--- config.mk ---
export PLATFORM = sky130hd
export DESIGN_NAME = axi_latency_sink
export DESIGN_NICKNAME = d
export VERILOG_FILES = /design/src/rtl/axi_latency_sink_pkg.sv /design/src/rtl/sink_fifo.sv /design/src/rtl/axi_latency_sink.sv
export SDC_FILE = /design/constraint.sdc
export NUM_CORES = 2
export LEC_CHECK = 0
export ABC_AREA = 0
export BUFFER_PORTS_ARGS = -buffer_cell sky130_fd_sc_hd__buf_2
export CAP_MARGIN = 10
export CORE_MARGIN = 1.5
export CORE_UTILIZATION = 30
export CTS_CLUSTER_DIAMETER = 50
export CTS_CLUSTER_SIZE = 40
export DETAILED_ROUTE_END_ITERATION = 12
export GPL_ROUTABILITY_DRIVEN = 0
export PLACE_DENSITY = 0.5
export RECOVER_POWER = 25
export REMOVE_ABC_BUFFERS = 1
export SLEW_MARGIN = 20
export SYNTH_ARGS = -nofsm -noshare
export SYNTH_HDL_FRONTEND = slang
export SYNTH_SLANG_ARGS = --single-unit
--- constraint.sdc ---
create_clock -name S_AXI_ACLK -period 6.3 [get_ports S_AXI_ACLK]
set_clock_uncertainty 0.1 [all_clocks]
set_input_delay 0.945 -clock S_AXI_ACLK [delete_from_list [all_inputs] [get_ports S_AXI_ACLK]]
set_output_delay 0.945 -clock S_AXI_ACLK [all_outputs]
set_load 0.05 [all_outputs]
--- src/rtl/axi_latency_sink_pkg.sv ---
// Shared types and constants for the AXI latency sink: response codes, cycle-counter width
// and the read-queue entry layout.
package axi_latency_sink_pkg;

    localparam int CNT_W    = 16;
    localparam int MAX_ID_W = 32;

    localparam logic [1:0] RESP_OKAY   = 2'b00;
    localparam logic [1:0] RESP_EXOKAY = 2'b01;
    localparam logic [1:0] RESP_SLVERR = 2'b10;
    localparam logic [1:0] RESP_DECERR = 2'b11;

    // The id field is sized for the widest supported ID; the top zero-extends into it.
    typedef struct packed {
        logic [MAX_ID_W-1:0] id;
        logic [7:0]          len;
        logic [CNT_W-1:0]    ts;
    } rd_entry_t;

endpackage

--- src/rtl/sink_fifo.sv ---
// Synchronous FIFO with full/empty flags; pointers carry a wrap bit so all DEPTH entries are usable.
// Head data is presented combinationally on pop_data.
module sink_fifo #(
    parameter int WIDTH = 8,
    parameter int DEPTH = 32
) (
    input  logic             clk,
    input  logic             rst_n,
    input  logic             push,
    input  logic [WIDTH-1:0] push_data,
    input  logic             pop,
    output logic [WIDTH-1:0] pop_data,
    output logic             full,
    output logic             empty
);

    localparam int AW = $clog2(DEPTH);
    localparam logic [AW:0] PTR_ONE = {{AW{1'b0}}, 1'b1};

    logic [WIDTH-1:0] mem [DEPTH];
    logic [AW:0]      wr_ptr;
    logic [AW:0]      rd_ptr;

    assign empty    = (wr_ptr == rd_ptr);
    assign full     = (wr_ptr[AW] != rd_ptr[AW]) && (wr_ptr[AW-1:0] == rd_ptr[AW-1:0]);
    assign pop_data = mem[rd_ptr[AW-1:0]];

    always_ff @(posedge clk or negedge rst_n) begin
        if (!rst_n) begin
            wr_ptr <= '0;
            rd_ptr <= '0;
        end else begin
            if (push && !full) wr_ptr <= wr_ptr + PTR_ONE;
            if (pop && !empty) rd_ptr <= rd_ptr + PTR_ONE;
        end
    end

    // Storage carries no reset; validity is tracked purely by the pointers.
    always_ff @(posedge clk) begin
        if (push && !full) mem[wr_ptr[AW-1:0]] <= push_data;
    end

endmodule

--- src/rtl/axi_latency_sink.sv ---
// AXI4 slave that discards writes and answers reads after a fixed latency with OKAY responses.
// Optional macro AXI_SINK_RDATA_PATTERN_EN: RDATA carries ARADDR[31:0] + 16*beat replicated, else zero.
module axi_latency_sink
    import axi_latency_sink_pkg::*;
#(
    parameter int C_S_AXI_ID_WIDTH   = 16,
    parameter int C_S_AXI_DATA_WIDTH = 128,
    parameter int C_S_AXI_ADDR_WIDTH = 40,
    parameter int QUEUE_DEPTH        = 32,
    parameter int READ_LATENCY       = 4
) (
    input  logic                            S_AXI_ACLK,
    input  logic                            S_AXI_ARESETN,
    input  logic [C_S_AXI_ID_WIDTH-1:0]     S_AXI_AWID,
    input  logic [C_S_AXI_ADDR_WIDTH-1:0]   S_AXI_AWADDR,
    input  logic [7:0]                      S_AXI_AWLEN,
    input  logic [2:0]                      S_AXI_AWSIZE,
    input  logic [1:0]                      S_AXI_AWBURST,
    input  logic                            S_AXI_AWLOCK,
    input  logic [3:0]                      S_AXI_AWCACHE,
    input  logic [2:0]                      S_AXI_AWPROT,
    input  logic [3:0]                      S_AXI_AWQOS,
    input  logic [3:0]                      S_AXI_AWREGION,
    input  logic                            S_AXI_AWVALID,
    output logic                            S_AXI_AWREADY,
    input  logic [C_S_AXI_DATA_WIDTH-1:0]   S_AXI_WDATA,
    input  logic [C_S_AXI_DATA_WIDTH/8-1:0] S_AXI_WSTRB,
    input  logic                            S_AXI_WLAST,
    input  logic                            S_AXI_WVALID,
    output logic                            S_AXI_WREADY,
    output logic [C_S_AXI_ID_WIDTH-1:0]     S_AXI_BID,
    output logic [1:0]                      S_AXI_BRESP,
    output logic                            S_AXI_BVALID,
    input  logic                            S_AXI_BREADY,
    input  logic [C_S_AXI_ID_WIDTH-1:0]     S_AXI_ARID,
    input  logic [C_S_AXI_ADDR_WIDTH-1:0]   S_AXI_ARADDR,
    input  logic [7:0]                      S_AXI_ARLEN,
    input  logic [2:0]                      S_AXI_ARSIZE,
    input  logic [1:0]                      S_AXI_ARBURST,
    input  logic                            S_AXI_ARLOCK,
    input  logic [3:0]                      S_AXI_ARCACHE,
    input  logic [2:0]                      S_AXI_ARPROT,
    input  logic [3:0]                      S_AXI_ARQOS,
    input  logic [3:0]                      S_AXI_ARREGION,
    input  logic                            S_AXI_ARVALID,
    output logic                            S_AXI_ARREADY,
    output logic [C_S_AXI_ID_WIDTH-1:0]     S_AXI_RID,
    output logic [C_S_AXI_DATA_WIDTH-1:0]   S_AXI_RDATA,
    output logic [1:0]                      S_AXI_RRESP,
    output logic                            S_AXI_RLAST,
    output logic                            S_AXI_RVALID,
    input  logic                            S_AXI_RREADY
);

    logic [CNT_W-1:0] cnt;
    logic [CNT_W-1:0] age;
    logic [7:0]       beat;
    logic             elig_q;
    logic             head_elig;
    logic             r_fire;

    rd_entry_t rd_push_entry;
    rd_entry_t rd_head;
    logic      rd_push, rd_pop, rd_full, rd_empty;

`ifdef AXI_SINK_RDATA_PATTERN_EN
    localparam int RD_W = $bits(rd_entry_t) + 32;
    logic [RD_W-1:0] rd_push_data;
    logic [RD_W-1:0] rd_pop_data;
    logic [31:0]     head_addr;
    logic [31:0]     beat_word;

    assign rd_push_data = {S_AXI_ARADDR[31:0], rd_push_entry};
    assign rd_head      = rd_entry_t'(rd_pop_data[$bits(rd_entry_t)-1:0]);
    assign head_addr    = rd_pop_data[RD_W-1 -: 32];
    assign beat_word    = head_addr + {20'd0, beat, 4'd0};
    assign S_AXI_RDATA  = head_elig ? {(C_S_AXI_DATA_WIDTH/32){beat_word}} : '0;
`else
    localparam int RD_W = $bits(rd_entry_t);
    logic [RD_W-1:0] rd_push_data;
    logic [RD_W-1:0] rd_pop_data;

    assign rd_push_data = rd_push_entry;
    assign rd_head      = rd_entry_t'(rd_pop_data);
    assign S_AXI_RDATA  = '0;
`endif

    always_comb begin
        rd_push_entry     = '0;
        rd_push_entry.id  = MAX_ID_W'(S_AXI_ARID);
        rd_push_entry.len = S_AXI_ARLEN;
        rd_push_entry.ts  = cnt;
    end

    assign S_AXI_ARREADY = S_AXI_ARESETN && !rd_full;
    assign rd_push       = S_AXI_ARVALID && S_AXI_ARREADY;

    // Age is modulo 2^16; once eligible the head stays eligible even if the age wraps.
    assign age       = cnt - rd_head.ts;
    assign head_elig = !rd_empty && (elig_q || (age >= CNT_W'(READ_LATENCY)));

    assign S_AXI_RVALID = head_elig;
    assign S_AXI_RLAST  = head_elig && (beat == rd_head.len);
    assign S_AXI_RID    = head_elig ? rd_head.id[C_S_AXI_ID_WIDTH-1:0] : '0;
    assign S_AXI_RRESP  = RESP_OKAY;
    assign r_fire       = S_AXI_RVALID && S_AXI_RREADY;
    assign rd_pop       = r_fire && S_AXI_RLAST;

    always_ff @(posedge S_AXI_ACLK or negedge S_AXI_ARESETN) begin
        if (!S_AXI_ARESETN) begin
            cnt    <= '0;
            beat   <= '0;
            elig_q <= 1'b0;
        end else begin
            cnt <= cnt + CNT_W'(1);
            if (rd_pop) begin
                beat   <= '0;
                elig_q <= 1'b0;
            end else begin
                if (r_fire)    beat   <= beat + 8'd1;
                if (head_elig) elig_q <= 1'b1;
            end
        end
    end

    sink_fifo #(
        .WIDTH (RD_W),
        .DEPTH (QUEUE_DEPTH)
    ) u_rd_fifo (
        .clk       (S_AXI_ACLK),
        .rst_n     (S_AXI_ARESETN),
        .push      (rd_push),
        .push_data (rd_push_data),
        .pop       (rd_pop),
        .pop_data  (rd_pop_data),
        .full      (rd_full),
        .empty     (rd_empty)
    );

    logic                        aw_push, aw_full, aw_empty;
    logic [C_S_AXI_ID_WIDTH-1:0] aw_head;
    logic                        b_full, b_empty, b_pop;
    logic [C_S_AXI_ID_WIDTH-1:0] b_head;
    logic                        w_last_fire;

    assign S_AXI_AWREADY = S_AXI_ARESETN && !aw_full;
    assign aw_push       = S_AXI_AWVALID && S_AXI_AWREADY;

    // Write data is only accepted once its address is queued and a response slot is free.
    assign S_AXI_WREADY = S_AXI_ARESETN && !aw_empty && !b_full;
    assign w_last_fire  = S_AXI_WVALID && S_AXI_WREADY && S_AXI_WLAST;

    assign S_AXI_BVALID = !b_empty;
    assign S_AXI_BID    = S_AXI_BVALID ? b_head : '0;
    assign S_AXI_BRESP  = RESP_OKAY;
    assign b_pop        = S_AXI_BVALID && S_AXI_BREADY;

    sink_fifo #(
        .WIDTH (C_S_AXI_ID_WIDTH),
        .DEPTH (QUEUE_DEPTH)
    ) u_aw_fifo (
        .clk       (S_AXI_ACLK),
        .rst_n     (S_AXI_ARESETN),
        .push      (aw_push),
        .push_data (S_AXI_AWID),
        .pop       (w_last_fire),
        .pop_data  (aw_head),
        .full      (aw_full),
        .empty     (aw_empty)
    );

    sink_fifo #(
        .WIDTH (C_S_AXI_ID_WIDTH),
        .DEPTH (QUEUE_DEPTH)
    ) u_b_fifo (
        .clk       (S_AXI_ACLK),
        .rst_n     (S_AXI_ARESETN),
        .push      (w_last_fire),
        .push_data (aw_head),
        .pop       (b_pop),
        .pop_data  (b_head),
        .full      (b_full),
        .empty     (b_empty)
    );

    wire unused_inputs = &{1'b0, S_AXI_AWADDR, S_AXI_AWLEN, S_AXI_AWSIZE, S_AXI_AWBURST,
                           S_AXI_AWLOCK, S_AXI_AWCACHE, S_AXI_AWPROT, S_AXI_AWQOS,
                           S_AXI_AWREGION, S_AXI_WDATA, S_AXI_WSTRB, S_AXI_ARADDR,
                           S_AXI_ARSIZE, S_AXI_ARBURST, S_AXI_ARLOCK, S_AXI_ARCACHE,
                           S_AXI_ARPROT, S_AXI_ARQOS, S_AXI_ARREGION, rd_head};

endmodule

=== Word level (Yosys, flattened, before mapping) ===
Memories as Yosys holds them, arrays and structs flattened.
Cells that the tools add are included.

* Memories kept: 3
* Flip-flop bits (word level): 61
* Input port bits: 322
* RAM bits: 2,304
* Output and inout bits: 170
* Word-level logic and storage cells: 75

{| class="wikitable"
|+ Memory list
! memory !! depth !! bits a word !! rd ports !! clocked after Yosys merged registers in !! write ports !! RTL line !! source
|-
| u_rd_fifo.mem || 32 || 40 || 1 || 0 || 1 || sink_fifo.sv:20 || <nowiki>logic [WIDTH-1:0] mem [DEPTH];</nowiki>
|-
| u_aw_fifo.mem || 32 || 16 || 1 || 0 || 1 || sink_fifo.sv:20 ||
|-
| u_b_fifo.mem || 32 || 16 || 1 || 0 || 1 || sink_fifo.sv:20 ||
|}

* $add $sub $neg: 9
* Eq/ne operators: 10
* Order comparisons: 1
* Reduce and logical (&&, ||, !) cells: 31
* Multiplexer cells: 12

{| class="wikitable"
|+ Operators by type and width
! cell !! number
|-
| 6-bit by 1-bit adder with 6-bit output, second input constant || 6
|-
| 16-bit two-way mux || 2
|-
| 1-bit logical AND || 22
|-
| 6-bit equality test || 3
|-
| 16-bit by 1-bit adder with 16-bit output, second input constant || 1
|-
| 16-bit by 3-bit greater-or-equal comparator with 1-bit output, second input constant || 1
|-
| 8-bit two-way mux || 2
|-
| 16-bit subtractor || 1
|-
| 5-bit equality test || 3
|-
| 8-bit by 1-bit adder with 8-bit output, second input constant || 1
|-
| 8-bit equality test || 1
|-
| 1-bit two-way mux || 8
|-
| 1-bit logical NOT || 6
|-
| 2-bit nonzero test || 2
|-
| 1-bit != test || 3
|-
| 1-bit logical OR || 1
|}

=== Longest topological paths before layout ===
* Depth after elaboration: 9
* Gate-level depth with buffers: 24
* Gate-level depth less buffers: 16

=== Modules after synthesis ===
A second synthesis with hierarchy kept.

* Cells, all modules: 4,996
* Area, all modules: 110,936.4 um2

{| class="wikitable"
|+ By module, submodules not included
! module !! seq. area each (um2) !! area an instance (um2) !! cells each !! instances
|-
| sink_fifo at u_rd_fifo || 54,111.9 || 67,334.6 || 2,788 || 1
|-
| sink_fifo at u_aw_fifo ... || 15,675.0 || 20,030.5 || 880 || 2
|-
| axi_latency_sink || 625.6 || 3,540.9 || 448 || 1
|}

=== Worst setup path before layout ===
Ideal clock, no wire load.

* Path type: register to output
* From: register u_rd_fifo.rd_ptr[0]
* To: output port S_AXI_RID[10]
* Data arrival time: 5,803 ps
* Required time: 5,255 ps
* Cell stages (with the launch flop): 24
* Setup slack: -548 ps
* Path buffers: 11
* Path through: dfrtp_1 buf_6 buf_6 buf_6 buf_2 clkbuf_1 clkbuf_1 buf_2 mux4_2 mux4_2 mux2i_1 ha_1 clkbuf_1 a21o_1 a21oi_1 a211oi_1 or3_1 a2111oi_0 or4b_1 buf_2 nand2_1 buf_2 buf_4 nor2_1

* Cells in the longest elaborated chain, start to end: 6
* Elaborated cells between the ends (all ways): 8
* Those cells by class: 1 x add/sub; 1 x order compare; 1 x eq/ne; 1 x mux; 3 x reduce/logical; 1 x memory

{| class="wikitable"
|+ Ends and longest elaborated chain
! item !! RTL line !! source
|-
| start, declared || sink_fifo.sv:22 || <nowiki>logic [AW:0] rd_ptr;</nowiki>
|-
| start signal, assigned || sink_fifo.sv:34 || <nowiki>if (pop && !empty) rd_ptr <= rd_ptr + PTR_ONE;</nowiki>
|-
| memory 32 x 40 bit || -- ||
|-
| 16-bit subtractor || axi_latency_sink.sv:99 || <nowiki>assign age = cnt - rd_head.ts;</nowiki>
|-
| 16-bit by 3-bit greater-or-equal comparator with 1-bit output || axi_latency_sink.sv:100 || <nowiki>assign head_elig = !rd_empty && (elig_q || (age >= CNT_W'(READ_LATENCY)));</nowiki>
|-
| 1-bit logical OR || axi_latency_sink.sv:100 ||
|-
| 1-bit logical AND || axi_latency_sink.sv:100 ||
|-
| 16-bit two-way mux * || axi_latency_sink.sv:104 || <nowiki>assign S_AXI_RID = head_elig ? rd_head.id[C_S_AXI_ID_WIDTH-1:0] : '0;</nowiki>
|-
| end, declared || axi_latency_sink.sv:47 || <nowiki>output logic [C_S_AXI_ID_WIDTH-1:0] S_AXI_RID,</nowiki>
|}

Every way passes the cells marked *; elsewhere a longest branch is shown, timed or not.

=== Final worst setup path ===
* From: register u_rd_fifo.rd_ptr[0]
* To: output port S_AXI_RID[9]

Same word-level chain as after synthesis.

==> out/qor.log <==
[clock_network] clock sinks 2,365
[floorplan] number of cell rows 204
[timing] hold slack 0.362 ns
[worst_setup_path] path length in cells of the critical path 20
[grt] met2 capacity usage during global routing 0.236
[clock_network] hold_buf cts 0
[timing] final slew viol count 26
[grt] vias in the first global route 44,100
[timing] slack of the critical path -0.533 ns
[grt] Global Route Usage Sum 0.143
[clock_network] Clock Tree Buf Depth 4
[floorplan] initial cell density of the core 0.301
[timing] Max Clk Rate 146 MHz
[logic_synthesis] most frequent cells after synthesis 2,304 x edfxtp_1, 674 x mux4_2, 157 x nor2_1
[worst_setup_path] worst-path cell with the longest stage delay mux4_2
[worst_setup_path] startpoint type of the worst setup path flop
[placement] Post-Place Cell Area 99,600 µm²
[layout] Layout fillers 28,500
[timing] time the worst path needs with I/O delays and setup 6.83 ns
[worst_setup_path] CP Data Required Time 5.25 ns
[worst_setup_path] Reg2Reg Depth 21
[grt] pin count of the biggest net entering global routing 93
[grt] met1 Use GR 0.203
[floorplan] number of I/O pins 492
[worst_setup_path] largest stage delay on the critical path 0.50 ns
[logic_synthesis] portion of synthesized cell area occupied by the leading cell type 0.745
[clock_network] H-tree level count 4
[logic_synthesis] top_reg_cell synth edfxtp_1
[clock_network] clock tree from TritonCTS done
[routing] average vias per placed instance 4.86
[routing] Remaining DRCs 0
[grt] routing usage on met3 0.0186
[worst_setup_path] worst flop-to-flop path endpoint beat[5]
[logic_synthesis] most frequent cell after synthesis edfxtp_1
[routing] 1st-pass router iterations 5
[logic_synthesis] biggest area consumer among synthesized cells edfxtp_1
[floorplan] Die ar. 313,000 µm²
[logic_synthesis] count of flip-flops with a built-in enable after synthesis 2,304
[power_and_ir_drop] VDD IR max 0.306 mV
[run_status] run status finished with violations
[min_path] type of the worst min-delay path in2reg
[timing] setup repair after global routing missed its margin yes
[job] number of max-cap violations 1
[timing] portion of the clock cycle consumed by the worst path in the final layout 1.08
[placement] detailed placement HPWL 123 mm
[logic_synthesis] number of synthesized register bits 2,365
[grt] peak-usage layer in the global routing report met2
[layout] final core occ 0.351
[grt] initial antenna violation count 11
[logic_synthesis] Async SR Flop Fraction 0.0258
[worst_setup_path] critical path launch point u_rd_fifo.rd_ptr[0]
[routing] Vias 42,400
[clock_network] total clock buffers created by CTS 222
[grt] first-pass GRT wire length 327 mm
[clock_network] clock slew at the register clock pins of the worst setup and hold paths 0.07 ns
[power_and_ir_drop] leakage power total 33.6 nW
[clock_network] insertion delay of the later-clocked pin in the worst-skew pair 0.89 ns
[timing] actual transition at the worst max-transition pin 1.81 ns
[worst_setup_path] most numerous cell on the critical path buf_12
[layout] Area growth, synth to finish 16.6%
[worst_setup_path] setup slack of the worst register-to-register path 0.89 ns
[power_and_ir_drop] power density cells 399 nW/µm²
[layout] summed area of non-filler cells in the final layout 108,000 µm²
[logic_synthesis] total of warnings raised by yosys 0
[floorplan] Die Span X 559 µm
[clock_network] cell at the root of the clock tree clkbuf_16
[logic_synthesis] Post-Synthesis Cells 4,057
[logic_synthesis] synthesized area 92,900 µm²
[timing] worst slew margin relative to its limit -0.205
[worst_setup_path] critical path data arrival time 5.79 ns
[logic_synthesis] count of unique library cells instantiated by Yosys 70
[worst_setup_path] ordered cell list for the critical path buf_12 -> buf_12 -> mux4_2 -> mux4_2 -> mux2_4 -> ha_4 -> inv_2 -> fa_2 -> a21o_1 -> nand4_1 -> a211oi_2 -> o21ai_2 -> a2111oi_4 -> buf_4 -> or4b_4 -> nand2_8 -> buf_12 -> buf_12 -> nor2_4 -> buf_6
[worst_setup_path] crit path capture S_AXI_RID[9]
[layout] Net count, final 4,774
[logic_synthesis] top cells by area, synth edfxtp_1 74%, mux4_2 16%, dfrtp_1 1.6%, buf_4 1.1%, mux4_1 0.76%
[floorplan] core footprint 308,000 µm²
[floorplan] height of the die 559 µm
[power_and_ir_drop] total power draw 43.2 mW
[worst_setup_path] Max FO, Critical Path 6
[layout] area used by sequential logic in the layout 70,800 µm²
[logic_synthesis] Avg Inst Size Synth 22.9 µm²
[layout] area of combinational cells with multiple inputs 21,400 µm²
[timing] count of final setup violators 18
[run_status] failing checks capacitance limit, slew limit, setup timing
[worst_setup_path] Critical path buffers and inverters 7
[grt] total congestion overflow after global routing 0
[layout] share of layout cells above drive strength 1 0.336
[logic_synthesis] proportion of synthesized chip area in sequential cells 0.761
[worst_setup_path] Top delay family on crit path multiplexers
[worst_setup_path] path type of the worst setup path reg2out
[routing] Routed wire per std cell 26.1 µm
[routing] iteration-0 DRC count of the detailed router 3,608
[routing] detailed-route wire length 228 mm
[routing] ANT nets after route 0
[worst_setup_path] type of element capturing the critical path primary output
[timing] number of failing hold endpoints at the final stage 0
[placement] quantity of I/O buffers inserted on ports 85
[worst_setup_path] startpoint of the worst register-to-register path u_rd_fifo.rd_ptr[0]
[power breakdown]
part	switching [mW]	internal [mW]	leakage [nW]	total, mW
Combinational	5.83	3.90	7.84	9.74
Sequential	0.402	18.8	22.0	19.2
Clock	6.64	7.61	3.78	14.3
Total	12.9	30.3	33.6	43.2
[flip-flops by register name, indices dropped and copies added, names as in the netlist, 8 cells and up]
| signal | flops |
|---|---|
| u_rd_fifo.mem | 1280 |
| u_aw_fifo.mem | 512 |
| u_b_fifo.mem | 512 |
| cnt | 16 |
| beat | 8 |
[through the flow]
stage               setup slack, ns  setup TNS [ns]  cells
finish                       -0.533           -8.69   8726
global route                 -0.745          -12.72   8724
CTS                          -0.550           -9.14   8721
detailed placement           -0.156           -2.15   8290
global placement             -0.224           -3.47   8290
floorplan                    -10.57               -   3857
[placed cells by master (no fill, tap or decap), drive strengths merged, types with 7 or more instances in the layout]
| master | netlist | layout |
|---|---|---|
| edfxtp | 2304 | 2304 |
| mux4 | 701 | 701 |
| buf | 216 | 295 |
| clkbuf | 115 | 276 |
| nor2 | 157 | 157 |
| conb | 1 | 132 |
| inv | 20 | 98 |
| clkinv | 0 | 68 |
| dfrtp | 61 | 61 |
| mux2i | 59 | 59 |
| xnor2 | 54 | 54 |
| nand2 | 46 | 46 |
| ha | 32 | 32 |
| nand3 | 29 | 29 |
| o21ai | 26 | 26 |
| mux2 | 25 | 25 |
| nand4 | 18 | 18 |
| bufinv | 0 | 18 |
| xor2 | 17 | 17 |
| o22ai | 15 | 15 |
| a21oi | 15 | 15 |
| and3 | 11 | 11 |
| clkinvlp | 0 | 11 |
| or3 | 11 | 11 |
| nor3 | 11 | 11 |
| nand2b | 9 | 9 |
| nand3b | 8 | 8 |
| nor2b | 7 | 7 |
| and2 | 7 | 7 |
[cell type report]
| type | count | share of cell area |
|---|---|---|
| clock inverter | 175 | 0.0204 |
| timing repair buffer | 338 | 0.0279 |
| antenna | 3 | 0.0000693 |
| clock buffer | 233 | 0.0519 |
| sequential | 2365 | 0.653 |
| tap | 4120 | 0.0476 |
| inverter | 20 | 0.000693 |
| multi-input combinational | 1472 | 0.198 |
[metal layers]
layer	vias to the layer above	routed length (µm)
met3	298	8900
li1	17700	-
met2	916	111000
met4	6	3970
met5	-	37
met1	23500	104000
[kinds of logic after synthesis]
logic type               count (synthesis)  share of synthesized area
AO/OA/AOI/OAI                          107                    0.00765
XOR/XNOR                                71                    0.00678
adder cells (fa/ha/maj)                 33                    0.00453
buffers and inverters                  351                     0.0212
flip-flops                            2365                      0.761
multiplexers                           785                      0.181
other                                    1                  0.0000404
AND/OR/NAND/NOR                        344                     0.0179
[what timing repair did]
action                     in CTS  in global routing
buffers inserted               20                  1
setup endpoints to repair      18                 18
resized for setup             132                  5
pin swaps                      16                  6
cloned                          3                  1
[worst reg2reg max path: stages, from the launching register on]
cell       delay (ns)
dfrtp_4          0.47
buf_12           0.17
buf_12           0.13
mux4_2           0.48
mux4_2           0.50
mux2_4           0.30
ha_4             0.17
inv_2            0.05
fa_2             0.21
a21o_1           0.13
nand4_1          0.18
a211oi_2         0.36
o21ai_2          0.16
a2111oi_4        0.32
buf_4            0.17
or4b_4           0.50
nand2_8          0.12
buf_12           0.12
buf_12           0.15
inv_2            0.08
buf_4            0.16
a211o_1          0.26
[worst min path at each step]
stage                  startpoint            endpoint  slack [ns]  cells past startpoint
4_1_cts             S_AXI_ARESETN  u_b_fifo.wr_ptr[2]        0.11                      2
2_1_floorplan  u_b_fifo.rd_ptr[5]  u_b_fifo.rd_ptr[5]        0.36                      1
5_1_grt              S_AXI_RREADY             beat[2]        0.33                      3
6_report             S_AXI_RREADY             beat[2]        0.36                      3
3_5_place_dp               cnt[0]              cnt[0]        0.33                      1
3_3_place_gp               cnt[0]              cnt[0]        0.33                      1
No activity file was read; power rests on OpenSTA's default activity.
